[src/rtl/ysyx_22050550_wbu_pkg.sv]
// Shared encodings for the write-back unit: ops, CSR map, enable bits, mstatus fields.
package ysyx_22050550_wbu_pkg;

    localparam logic [2:0] OP_NONE  = 3'd0;
    localparam logic [2:0] OP_CSRRW = 3'd1;
    localparam logic [2:0] OP_CSRRS = 3'd2;
    localparam logic [2:0] OP_CSRRC = 3'd3;
    localparam logic [2:0] OP_ECALL = 3'd4;
    localparam logic [2:0] OP_MRET  = 3'd5;

    localparam logic [11:0] CSR_MSTATUS = 12'h300;
    localparam logic [11:0] CSR_MIE     = 12'h304;
    localparam logic [11:0] CSR_MTVEC   = 12'h305;
    localparam logic [11:0] CSR_MEPC    = 12'h341;
    localparam logic [11:0] CSR_MCAUSE  = 12'h342;
    localparam logic [11:0] CSR_MIP     = 12'h344;

    localparam int CSREN_MEPC    = 0;
    localparam int CSREN_MCAUSE  = 1;
    localparam int CSREN_MTVEC   = 2;
    localparam int CSREN_MSTATUS = 3;
    localparam int CSREN_MIE     = 4;
    localparam int CSREN_MIP     = 5;

    localparam int MSTATUS_MIE    = 3;
    localparam int MSTATUS_MPIE   = 7;
    localparam int MSTATUS_MPP_LO = 11;
    localparam int MSTATUS_MPP_HI = 12;

    typedef enum logic [1:0] {
        ST_IDLE       = 2'd0,
        ST_COMMIT     = 2'd1,
        ST_COMMIT_CSR = 2'd2,
        ST_BUBBLE     = 2'd3
    } wbu_state_e;

    // CSRRW/CSRRS/CSRRC
    function automatic logic is_csr_rw(input logic [2:0] op);
        return (op == OP_CSRRW) || (op == OP_CSRRS) || (op == OP_CSRRC);
    endfunction

endpackage

[src/rtl/ysyx_22050550_wbu_csrcalc.sv]
// Combinational CSR resolution: old value for rd, new CSR values, write enables and trap redirect.
module ysyx_22050550_wbu_csrcalc
    import ysyx_22050550_wbu_pkg::*;
#(
    parameter logic [63:0] ECALL_CAUSE = 64'd11,
    parameter logic [1:0]  TRAP_MPP    = 2'b11
) (
    input  logic [2:0]  op,
    input  logic [11:0] csr_addr,
    input  logic [63:0] csr_src,
    input  logic [63:0] pc,
    input  logic [63:0] cur_mepc,
    input  logic [63:0] cur_mcause,
    input  logic [63:0] cur_mtvec,
    input  logic [63:0] cur_mstatus,
    input  logic [63:0] cur_mie,
    input  logic [63:0] cur_mip,
    output logic        csr_rw,
    output logic        sys_op,
    output logic [63:0] old_val,
    output logic [7:0]  csren,
    output logic [63:0] new_mepc,
    output logic [63:0] new_mcause,
    output logic [63:0] new_mtvec,
    output logic [63:0] new_mstatus,
    output logic [63:0] new_mie,
    output logic [63:0] new_mip,
    output logic        redirect,
    output logic [63:0] redirect_pc
);

    logic [7:0]  sel;
    logic [63:0] wval;
    logic [63:0] ms;

    // Decode the addressed CSR, compute its new value, then overlay trap/return effects.
    always_comb begin
        csr_rw      = is_csr_rw(op);
        sys_op      = (op == OP_ECALL) || (op == OP_MRET);
        sel         = 8'b0;
        old_val     = 64'd0;
        wval        = 64'd0;
        ms          = cur_mstatus;
        csren       = 8'b0;
        new_mepc    = cur_mepc;
        new_mcause  = cur_mcause;
        new_mtvec   = cur_mtvec;
        new_mstatus = cur_mstatus;
        new_mie     = cur_mie;
        new_mip     = cur_mip;
        redirect    = 1'b0;
        redirect_pc = 64'd0;

        // unmapped addresses read as zero and select nothing
        case (csr_addr)
            CSR_MEPC:    begin old_val = cur_mepc;    sel[CSREN_MEPC]    = 1'b1; end
            CSR_MCAUSE:  begin old_val = cur_mcause;  sel[CSREN_MCAUSE]  = 1'b1; end
            CSR_MTVEC:   begin old_val = cur_mtvec;   sel[CSREN_MTVEC]   = 1'b1; end
            CSR_MSTATUS: begin old_val = cur_mstatus; sel[CSREN_MSTATUS] = 1'b1; end
            CSR_MIE:     begin old_val = cur_mie;     sel[CSREN_MIE]     = 1'b1; end
            CSR_MIP:     begin old_val = cur_mip;     sel[CSREN_MIP]     = 1'b1; end
            default:     ;
        endcase

        case (op)
            OP_CSRRW: wval = csr_src;
            OP_CSRRS: wval = old_val | csr_src;
            OP_CSRRC: wval = old_val & ~csr_src;
            default:  wval = 64'd0;
        endcase

        if (csr_rw) begin
            // set/clear with a zero source still writes (value unchanged)
            csren = sel;
            if (sel[CSREN_MEPC])    new_mepc    = wval;
            if (sel[CSREN_MCAUSE])  new_mcause  = wval;
            if (sel[CSREN_MTVEC])   new_mtvec   = wval;
            if (sel[CSREN_MSTATUS]) new_mstatus = wval;
            if (sel[CSREN_MIE])     new_mie     = wval;
            if (sel[CSREN_MIP])     new_mip     = wval;
        end else if (op == OP_ECALL) begin
            ms[MSTATUS_MPIE]                  = cur_mstatus[MSTATUS_MIE];
            ms[MSTATUS_MIE]                   = 1'b0;
            ms[MSTATUS_MPP_HI:MSTATUS_MPP_LO] = TRAP_MPP;
            new_mepc    = pc;
            new_mcause  = ECALL_CAUSE;
            new_mstatus = ms;
            csren[CSREN_MEPC]    = 1'b1;
            csren[CSREN_MCAUSE]  = 1'b1;
            csren[CSREN_MSTATUS] = 1'b1;
            redirect    = 1'b1;
            redirect_pc = cur_mtvec & ~64'h3;
        end else if (op == OP_MRET) begin
            ms[MSTATUS_MIE]                   = cur_mstatus[MSTATUS_MPIE];
            ms[MSTATUS_MPIE]                  = 1'b1;
            ms[MSTATUS_MPP_HI:MSTATUS_MPP_LO] = 2'b00;
            new_mstatus = ms;
            csren[CSREN_MSTATUS] = 1'b1;
            redirect    = 1'b1;
            redirect_pc = cur_mepc;
        end
    end

endmodule

[src/rtl/ysyx_22050550_wbu.sv]
// Write-back/commit unit: registers GPR, PC-commit and CSR writes toward the regfile.
//
// state         | meaning
// --------------+---------------------------------------------------------
// ST_IDLE       | nothing committing, ready to accept
// ST_COMMIT     | ordinary commit outputs valid, still ready (back-to-back)
// ST_COMMIT_CSR | CSR/ECALL/MRET commit outputs valid, not ready
// ST_BUBBLE     | regfile CSR outputs settling after the write, not ready
module ysyx_22050550_wbu
    import ysyx_22050550_wbu_pkg::*;
#(
    parameter logic [63:0] ECALL_CAUSE = 64'd11,
    parameter logic [1:0]  TRAP_MPP    = 2'b11
) (
    input  logic        clock,
    input  logic        reset,
    input  logic        in_valid,
    output logic        in_ready,
    input  logic [63:0] in_pc,
    input  logic [2:0]  in_op,
    input  logic [4:0]  in_rd,
    input  logic        in_rd_wen,
    input  logic [63:0] in_rd_data,
    input  logic [11:0] in_csr_addr,
    input  logic [63:0] in_csr_src,
    input  logic [63:0] cur_mepc,
    input  logic [63:0] cur_mcause,
    input  logic [63:0] cur_mtvec,
    input  logic [63:0] cur_mstatus,
    input  logic [63:0] cur_mie,
    input  logic [63:0] cur_mip,
    output logic [4:0]  io_waddr,
    output logic [63:0] io_wdata,
    output logic        io_wen,
    output logic        io_valid,
    output logic [63:0] pc,
    output logic [7:0]  wbcsren,
    output logic [63:0] wbmepc,
    output logic [63:0] wbmcause,
    output logic [63:0] wbmtvec,
    output logic [63:0] wbmstatus,
    output logic [63:0] wbmie,
    output logic [63:0] wbmip,
    output logic        redirect_valid,
    output logic [63:0] redirect_pc
);

    wbu_state_e  state_q, state_d;
    logic        accept;

    logic        calc_csr_rw, calc_sys_op, calc_redirect;
    logic [63:0] calc_old, calc_redirect_pc;
    logic [7:0]  calc_csren;
    logic [63:0] calc_mepc, calc_mcause, calc_mtvec, calc_mstatus, calc_mie, calc_mip;

    logic [4:0]  io_waddr_q, io_waddr_d;
    logic [63:0] io_wdata_q, io_wdata_d;
    logic        io_wen_q, io_wen_d;
    logic        io_valid_q, io_valid_d;
    logic [63:0] pc_q, pc_d;
    logic [7:0]  wbcsren_q, wbcsren_d;
    logic [63:0] wbmepc_q, wbmepc_d, wbmcause_q, wbmcause_d, wbmtvec_q, wbmtvec_d;
    logic [63:0] wbmstatus_q, wbmstatus_d, wbmie_q, wbmie_d, wbmip_q, wbmip_d;
    logic        redirect_valid_q, redirect_valid_d;
    logic [63:0] redirect_pc_q, redirect_pc_d;

    ysyx_22050550_wbu_csrcalc #(
        .ECALL_CAUSE (ECALL_CAUSE),
        .TRAP_MPP    (TRAP_MPP)
    ) u_csrcalc (
        .op          (in_op),
        .csr_addr    (in_csr_addr),
        .csr_src     (in_csr_src),
        .pc          (in_pc),
        .cur_mepc    (cur_mepc),
        .cur_mcause  (cur_mcause),
        .cur_mtvec   (cur_mtvec),
        .cur_mstatus (cur_mstatus),
        .cur_mie     (cur_mie),
        .cur_mip     (cur_mip),
        .csr_rw      (calc_csr_rw),
        .sys_op      (calc_sys_op),
        .old_val     (calc_old),
        .csren       (calc_csren),
        .new_mepc    (calc_mepc),
        .new_mcause  (calc_mcause),
        .new_mtvec   (calc_mtvec),
        .new_mstatus (calc_mstatus),
        .new_mie     (calc_mie),
        .new_mip     (calc_mip),
        .redirect    (calc_redirect),
        .redirect_pc (calc_redirect_pc)
    );

    assign in_ready = (state_q == ST_IDLE) || (state_q == ST_COMMIT);
    assign accept   = in_valid && in_ready;

    // Next state and next output values; pulses default low, data holds.
    always_comb begin
        state_d          = state_q;
        io_valid_d       = 1'b0;
        io_wen_d         = 1'b0;
        wbcsren_d        = 8'b0;
        redirect_valid_d = 1'b0;
        io_waddr_d       = io_waddr_q;
        io_wdata_d       = io_wdata_q;
        pc_d             = pc_q;
        wbmepc_d         = wbmepc_q;
        wbmcause_d       = wbmcause_q;
        wbmtvec_d        = wbmtvec_q;
        wbmstatus_d      = wbmstatus_q;
        wbmie_d          = wbmie_q;
        wbmip_d          = wbmip_q;
        redirect_pc_d    = redirect_pc_q;

        case (state_q)
            ST_IDLE, ST_COMMIT: begin
                if (accept)
                    state_d = (calc_csr_rw || calc_sys_op) ? ST_COMMIT_CSR : ST_COMMIT;
                else
                    state_d = ST_IDLE;
            end
            ST_COMMIT_CSR: state_d = ST_BUBBLE;
            ST_BUBBLE:     state_d = ST_IDLE;
            default:       state_d = ST_IDLE;
        endcase

        if (accept) begin
            io_valid_d       = 1'b1;
            pc_d             = in_pc;
            io_waddr_d       = in_rd;
            io_wdata_d       = calc_csr_rw ? calc_old : in_rd_data;
            io_wen_d         = !calc_sys_op && in_rd_wen && (in_rd != 5'd0);
            wbcsren_d        = {2'b00, calc_csren[5:0]};
            wbmepc_d         = calc_mepc;
            wbmcause_d       = calc_mcause;
            wbmtvec_d        = calc_mtvec;
            wbmstatus_d      = calc_mstatus;
            wbmie_d          = calc_mie;
            wbmip_d          = calc_mip;
            redirect_valid_d = calc_redirect;
            redirect_pc_d    = calc_redirect_pc;
        end
    end

    // State and output registers.
    always_ff @(posedge clock or posedge reset) begin
        if (reset) begin
            state_q          <= ST_IDLE;
            io_waddr_q       <= 5'd0;
            io_wdata_q       <= 64'd0;
            io_wen_q         <= 1'b0;
            io_valid_q       <= 1'b0;
            pc_q             <= 64'd0;
            wbcsren_q        <= 8'b0;
            wbmepc_q         <= 64'd0;
            wbmcause_q       <= 64'd0;
            wbmtvec_q        <= 64'd0;
            wbmstatus_q      <= 64'd0;
            wbmie_q          <= 64'd0;
            wbmip_q          <= 64'd0;
            redirect_valid_q <= 1'b0;
            redirect_pc_q    <= 64'd0;
        end else begin
            state_q          <= state_d;
            io_waddr_q       <= io_waddr_d;
            io_wdata_q       <= io_wdata_d;
            io_wen_q         <= io_wen_d;
            io_valid_q       <= io_valid_d;
            pc_q             <= pc_d;
            wbcsren_q        <= wbcsren_d;
            wbmepc_q         <= wbmepc_d;
            wbmcause_q       <= wbmcause_d;
            wbmtvec_q        <= wbmtvec_d;
            wbmstatus_q      <= wbmstatus_d;
            wbmie_q          <= wbmie_d;
            wbmip_q          <= wbmip_d;
            redirect_valid_q <= redirect_valid_d;
            redirect_pc_q    <= redirect_pc_d;
        end
    end

    assign io_waddr       = io_waddr_q;
    assign io_wdata       = io_wdata_q;
    assign io_wen         = io_wen_q;
    assign io_valid       = io_valid_q;
    assign pc             = pc_q;
    assign wbcsren        = wbcsren_q;
    assign wbmepc         = wbmepc_q;
    assign wbmcause       = wbmcause_q;
    assign wbmtvec        = wbmtvec_q;
    assign wbmstatus      = wbmstatus_q;
    assign wbmie          = wbmie_q;
    assign wbmip          = wbmip_q;
    assign redirect_valid = redirect_valid_q;
    assign redirect_pc    = redirect_pc_q;

endmodule

[config.mk]
export PLATFORM = sky130hd
export DESIGN_NAME = ysyx_22050550_wbu
export DESIGN_NICKNAME = d
export VERILOG_FILES = /design/src/rtl/ysyx_22050550_wbu_pkg.sv /design/src/rtl/ysyx_22050550_wbu_csrcalc.sv /design/src/rtl/ysyx_22050550_wbu.sv
export SDC_FILE = /design/constraint.sdc
export NUM_CORES = 2
export LEC_CHECK = 0
export CORE_AREA = 2 2 460 462
export DETAILED_ROUTE_END_ITERATION = 10
export DIE_AREA = 0 0 462 464
export HOLD_SLACK_MARGIN = 0.08
export PLACE_DENSITY_LB_ADDON = 0.1
export SYNTH_ARGS = -nofsm -noshare
export SYNTH_HDL_FRONTEND = slang
export SYNTH_SLANG_ARGS = --single-unit
[constraint.sdc]
create_clock -name clock -period 26.4 [get_ports clock]
set_clock_uncertainty 0.05 [all_clocks]
set_input_delay 3.96 -clock clock [delete_from_list [all_inputs] [get_ports clock]]
set_output_delay 3.96 -clock clock [all_outputs]
set_load 0.01 [all_outputs]
[Word-level counts from Yosys, hierarchy flattened]
Index checks and enable logic that the tools add are counted.
W data, S select, Z words.
Operators by class
  add/subtract/negate cells: 0
  multipliers: 0
  div/mod/pow operators: 0
  magnitude comparators: 0
  equal/unequal tests: 14
  shifts and indexed selects: 0
  multiplexer cells: 43
  bitwise gates (word level): 3
  reductions and logical operators: 12
Operators with widths (number)
  $mux W64: 18
  $pmux W64 S6: 1
  $pmux W64 S3: 1
  $eq A12 B10 Y1 const B: 6
  $and A64 B64 Y64: 1
  $not A64 Y64: 1
  $or A64 B64 Y64: 1
  $mux W13: 2
  $mux W1: 14
  $mux W2: 5
  $eq A3 B2 Y1 const B: 2
  $eq A3 B3 Y1 const B: 2
  $mux W6: 1
  $pmux W2 S3: 1
  $logic_or A1 B1 Y1: 5
  $reduce_bool A5 Y1: 1
  $eq A2 B2 Y1 const B: 2
  $eq A3 B1 Y1 const B: 1
  $logic_and A1 B1 Y1: 3
  $eq A2 B1 Y1 const B: 1
  $logic_not A2 Y1: 1
  $reduce_or A2 Y1: 1
  $logic_not A1 Y1: 1
Word-level totals
  flip-flop bits (word level): 594
  bits in latches: 0
  memory bits (writable): 0
  ROM bits: 0
  input port bits: 600
  word-level logic and storage cells: 87
  memories: 0

[Logic depth before layout (Yosys ltp)]
  depth in word-level cells: 7
  gate-level depth with buffers: 11
  gate-level depth less buffers: 8

[By module]
A second synthesis with hierarchy kept.
Second synthesis, totals
  cells, all modules: 3496
  area, all modules: 38897.3 sq um
By module, submodules not included
  ysyx_22050550_wbu: instances 1, cells an instance 1331, area each 25115.3 sq um, seq. area each 14814.2 sq um
  ysyx_22050550_wbu_csrcalc: instances 1, cells an instance 2165, area each 13782.0 sq um, seq. area each 0.0 sq um

[Least setup slack after synthesis]
Ideal clock, no wire load.
  path type: input to register
  start: input port in_csr_addr[2]
  end: register wbmepc_q[32], in the netlist wbmepc[32]
  setup time: 119 ps
  arrival: 5830 ps
  setup slack: 20402 ps
  cell stages on the path: 9
  cells stage by stage: buf_2 -> buf_2 -> buf_1 -> mux2i_1 -> o2bb2ai_1 -> a22o_1 -> o31ai_1 -> o211ai_1 -> o21a_1
Between the ends
  cells in the longest elaborated chain, start to end: 6
  elaborated cells on any way between the ends: 13
RTL lines
  from (decl): RTL line ysyx_22050550_wbu.sv:24  | input logic [11:0] in_csr_addr,
  $eq A12 B10 Y1: RTL line ysyx_22050550_wbu_csrcalc.sv:55  | case (csr_addr)
  $pmux W64 S6: RTL line ysyx_22050550_wbu_csrcalc.sv:55
  $and A64 B64 Y64 or $or A64 B64 Y64 (tied branches): RTL line ysyx_22050550_wbu_csrcalc.sv:68, ysyx_22050550_wbu_csrcalc.sv:67
  $pmux W64 S3: RTL line ysyx_22050550_wbu_csrcalc.sv:65  | case (op)
  $mux W64 (*): RTL line ysyx_22050550_wbu_csrcalc.sv:75  | if (sel[CSREN_MEPC]) new_mepc = wval;
  $mux W64 (*): RTL line ysyx_22050550_wbu_csrcalc.sv:72  | if (csr_rw) begin
  to (signal assigned): RTL line ysyx_22050550_wbu.sv:172  | wbmepc_q <= wbmepc_d;
  to (decl): RTL line ysyx_22050550_wbu.sv:62  | logic [63:0] wbmepc_q, wbmepc_d, wbmcause_q, wbmcause_d, wbmtvec_q, wbmtvec_d;
Mark *: on every way between the ends. The rest lies on a longest branch, timed or not.
A chain may end at the register's enable or synchronous reset.

[Worst setup path after layout]
  start: input port in_csr_addr[6]
  end: register wbmstatus_q[1], in the netlist wbmstatus[1]
Between the ends
  cells in the longest elaborated chain, start to end: 6
  elaborated cells on any way between the ends: 13
RTL lines
  $eq A12 B10 Y1: RTL line ysyx_22050550_wbu_csrcalc.sv:55
  $pmux W64 S6: RTL line ysyx_22050550_wbu_csrcalc.sv:55
  $and A64 B64 Y64 or $or A64 B64 Y64 (tied branches): RTL line ysyx_22050550_wbu_csrcalc.sv:68, ysyx_22050550_wbu_csrcalc.sv:67
  $pmux W64 S3: RTL line ysyx_22050550_wbu_csrcalc.sv:65
  $mux W64 (*): RTL line ysyx_22050550_wbu_csrcalc.sv:78  | if (sel[CSREN_MSTATUS]) new_mstatus = wval;
  $mux W64 (*): RTL line ysyx_22050550_wbu_csrcalc.sv:72
  to (signal assigned): RTL line ysyx_22050550_wbu.sv:175  | wbmstatus_q <= wbmstatus_d;
  to (decl): RTL line ysyx_22050550_wbu.sv:63  | logic [63:0] wbmstatus_q, wbmstatus_d, wbmie_q, wbmie_d, wbmip_q, wbmip_d;
Marked as above.

==> flow_metrics.py <==
metrics = {
    "critical_path": {
        "path_max_fanout": 51,
        "critical_path.startpoint_type": "input port",
        "crit_required_ps": 26950,
        "end_kind": "flip-flop",
        "critical_path_class": "in2reg",
        "worst-endpoint-arrival_ps": 8750,
    },
    "power_and_ir_drop": {
        "worst_supply_voltage_drop_on_vdd_uv": 46.1,
        "leakagePower_nw": 18.7,
        "power.density_cell_area_mw_per_mm2": 111,
    },
    "floorplan": {
        "die_span_in_y_um": 464,
        "dieArea_mm2": 0.214,
        "core_area_mm2": 0.209,
        "die_w_um": 462,
        "initial_core_util_pct": 14.6,
        "design.portCount": 1193,
        "num_rows": 168,
    },
    "global_routing": {
        "first_pass_grt_wire_length_mm": 358,
        "grt_util_all_layers_pct": 24.8,
        "antenna_found_initial": 82,
        "maximum_number_of_pins_on_one_net_before_global_route_repair": 153,
        "grt-ovfl-total": 0,
        "grt_pass1_vias": 34600,
    },
    "yosys": {
        "synth.distinct_cells": 74,
        "number_of_synthesized_register_bits": 592,
        "syn_area_mm2": 0.0305,
        "synth_top_flop_cell": "dfrtp_1",
        "synth_area_leaders": "dfrtp_1 49%, a22oi_1 5.7%, o21ai_0 5.2%, nand2_1 5.0%, a21oi_1 4.0%",
        "yosysWarnings": 0,
        "synthesis.instances": 3367,
        "synth_top_area_share_pct": 48.5,
        "synth_largest_area_cell": "dfrtp_1",
        "synth-async-reset-ratio_pct": 100,
        "post_synth.cell_area_avg_um2": 9.06,
        "portion_of_the_post_synthesis_area_used_by_sequential_elements_pct": 48.5,
        "synth-edff-count": 0,
    },
    "place": {
        "port_buffers": 1190,
        "pre_cts_ws_ps": 17350,
        "dp_hpwl_mm": 197,
        "finalWeightedCongestion": 0.840,
        "dpl-instance-area_mm2": 0.0456,
        "placed_cells": 7124,
    },
    "clocking": {
        "clk_latency_ps": 740,
        "path_clk_slew_ps": 60,
        "cts.sink_count": 592,
        "cts.htree.levels": 3,
        "ctsRootBufferMaster": "clkbuf_16",
        "numCtsBuffers": 91,
        "post_cts_resized": 0,
        "clock_tree.buffer_depth": 3,
        "post_cts.repair.setup_buffers": 0,
        "cts_tree": "yes",
        "post_cts_hold_buffer_count": 0,
    },
    "final_layout": {
        "drive_gt1_share_pct": 7.20,
        "layout-area-overhead-vs-synth_pct": 60.1,
        "final_net_count": 5013,
        "instances_no_fill": 7329,
        "final_design_area_excluding_fillers_mm2": 0.0488,
        "num-fill-cells": 22900,
        "multiInputGateArea_mm2": 0.0146,
        "ff_latch_area_mm2": 0.0148,
    },
    "timing": {
        "final_worst_slack_ps": 18200,
        "layout_min_cycle_time_ps": 8200,
        "period_share_pct": 31.1,
        "worst_hold_slack_ps": 418,
        "timing.setup.tns_ps": 0,
        "clock.fmax_mhz": 122,
        "worst-slew-pin-transition_ps": 1450,
        "setup_viol_count_final": 0,
        "slew_headroom_pct": 3.43,
        "hold_violations": 0,
        "max_slew_violation_count": 0,
        "unrepaired_setup_endpoints_after_global_routing": "no",
    },
    "job": {
        "maxCapViolCount": 0,
    },
    "routing": {
        "detail_route.wl_per_cell_um": 37.6,
        "dr_total_vias": 34900,
        "finalWirelength_mm": 275,
        "drt-pass1-iter-count": 5,
        "detailedRoute.firstIterationViolations": 3010,
        "detail_route.vias_per_cell": 4.77,
        "final_antenna_net_count": 0,
        "drc_errors": 0,
    },
    "hold_path": {
        "hold_path.class": "reg2reg",
    },
    "outcome": {
        "status": "completed",
    },
}
==> Yosys cell counts, types with 10 or more instances <==
| cell | count |
|---|---|
| dfrtp_1 | 592 |
| nand2_1 | 404 |
| o21ai_0 | 320 |
| clkbuf_1 | 257 |
| nor2_1 | 246 |
| a21oi_1 | 241 |
| a22oi_1 | 231 |
| nand3_1 | 157 |
| o22ai_1 | 91 |
| o211ai_1 | 84 |
| a221oi_1 | 63 |
| mux2i_1 | 63 |
| nor3_1 | 55 |
| o2bb2ai_1 | 53 |
| o21a_1 | 52 |
| a22o_1 | 50 |
| o31ai_1 | 48 |
| nand4_1 | 36 |
| buf_1 | 32 |
| nand3b_1 | 31 |
| buf_2 | 29 |
| o21ai_1 | 16 |
| xor2_1 | 16 |
| and2_1 | 14 |
| inv_1 | 13 |
| o22a_1 | 12 |
| or3_1 | 12 |
| a211o_1 | 10 |
==> logic make-up (layout without fill, tap and decap cells) <==
family	Yosys count	count (layout)	share of synthesized area [%]
AOI/OAI and AO/OA	1337	1337	29.1
xor gates and xnor gates	18	18	0.517
buffers and inverters	346	1461	4.57
DFF	592	592	48.5
muxes	65	65	2.14
other	1	43	0.0123
and+or+nand+nor	1008	1008	15.1
==> through the flow <==
step	utilization, %	power [mW]
2_1_floorplan	-	2.44
5_1_grt	23.3	5.70
4_1_cts	23.3	5.49
6_report	23.4	5.41
3_5_place_dp	21.8	4.14
3_3_place_gp	21.8	4.14
==> sequential cells by signal, indices dropped and copies added (netlist names), 64 cells and up <==
register and count:
redirect_pc 64, wbmstatus 64, wbmtvec 64, wbmip 64, wbmcause 64, io_wdata 64
pc 64, wbmepc 64, wbmie 64
==> worst paths after layout <==
check	start	to	slack (ps)	depth (start not counted)
min reg2reg	io_waddr[4]$_DFFE_PP0P_	io_waddr[4]$_DFFE_PP0P_	420	2
max	in_csr_addr[6]	wbmstatus[1]$_DFFE_PP0P_	18200	9
min in group asynchronous	reset	pc[55]$_DFFE_PP0P_	3760	2
max reg2reg	state_q[1]$_DFF_PP0_	io_wdata[21]$_DFFE_PP0P_	22260	8
min	io_waddr[4]$_DFFE_PP0P_	io_waddr[4]$_DFFE_PP0P_	420	2
max in group asynchronous	reset	wbmstatus[16]$_DFFE_PP0P_	19280	5
==> report_power, final <==
group / switching [mW] / internal [mW] / total, mW
clock: 0.533 / 0.776 / 1.31
combinational: 1.31 / 1.13 / 2.44
sequential: 0.311 / 1.35 / 1.66
total: 2.15 / 3.26 / 5.41
==> cell usage in the layout (no fill, tap or decap), types with 7 or more instances in the layout <==
master              n
buf_4              90
or3_1              11
o211ai_1           84
a22oi_1           231
a211oi_1            9
xor2_1             16
clkinv_2            8
nand3b_1           31
a221oi_1           63
a211o_1            10
clkbuf_16          93
nor2_1            243
nand2_1           397
a21oi_1           240
a22o_1             50
o21ai_0           320
o21a_1             52
nand4_1            36
o31ai_2            10
clkdlybuf4s50_1  1183
o2bb2ai_1          53
inv_1              12
diode_2            41
o22a_1             12
o21ai_1            16
nand3_1           152
mux2i_1            63
o22ai_1            91
clkbuf_1           25
nor3_1             54
clkbuf_8           26
a311oi_1            9
dfrtp_1           592
o31ai_1            46
and3_1              7
and2_1             11
==> critical path: stages <==
cell	delay, ps
clkdlybuf4s50_1	400
buf_4	220
or4_2	670
buf_4	320
nor4_4	990
nand2_4	1100
a21oi_1	620
o21ai_1	230
o21a_1	150
==> cell type report <==
type / instances / area share, %
sequential: 592 / 30.3
multi-input combinational: 2430 / 29.9
timing repair buffer: 1283 / 25.9
tap: 2805 / 7.19
clock buffer: 143 / 5.66
clock inverter: 20 / 0.694
antenna: 41 / 0.210
inverter: 15 / 0.149
==> metal layers <==
| metal | up-vias | GRT usage [%] | share of wire [%] |
|---|---|---|---|
| li1 | 14700 | - | - |
| met1 | 18200 | 32.0 | 43 |
| met2 | 1686 | 40.4 | 47 |
| met3 | 293 | 6.74 | 7.7 |
| met4 | 32 | 6.51 | 2.5 |
| met5 | - | 0 | 0.076 |
Note: power is estimated with default switching activity, not from simulation.
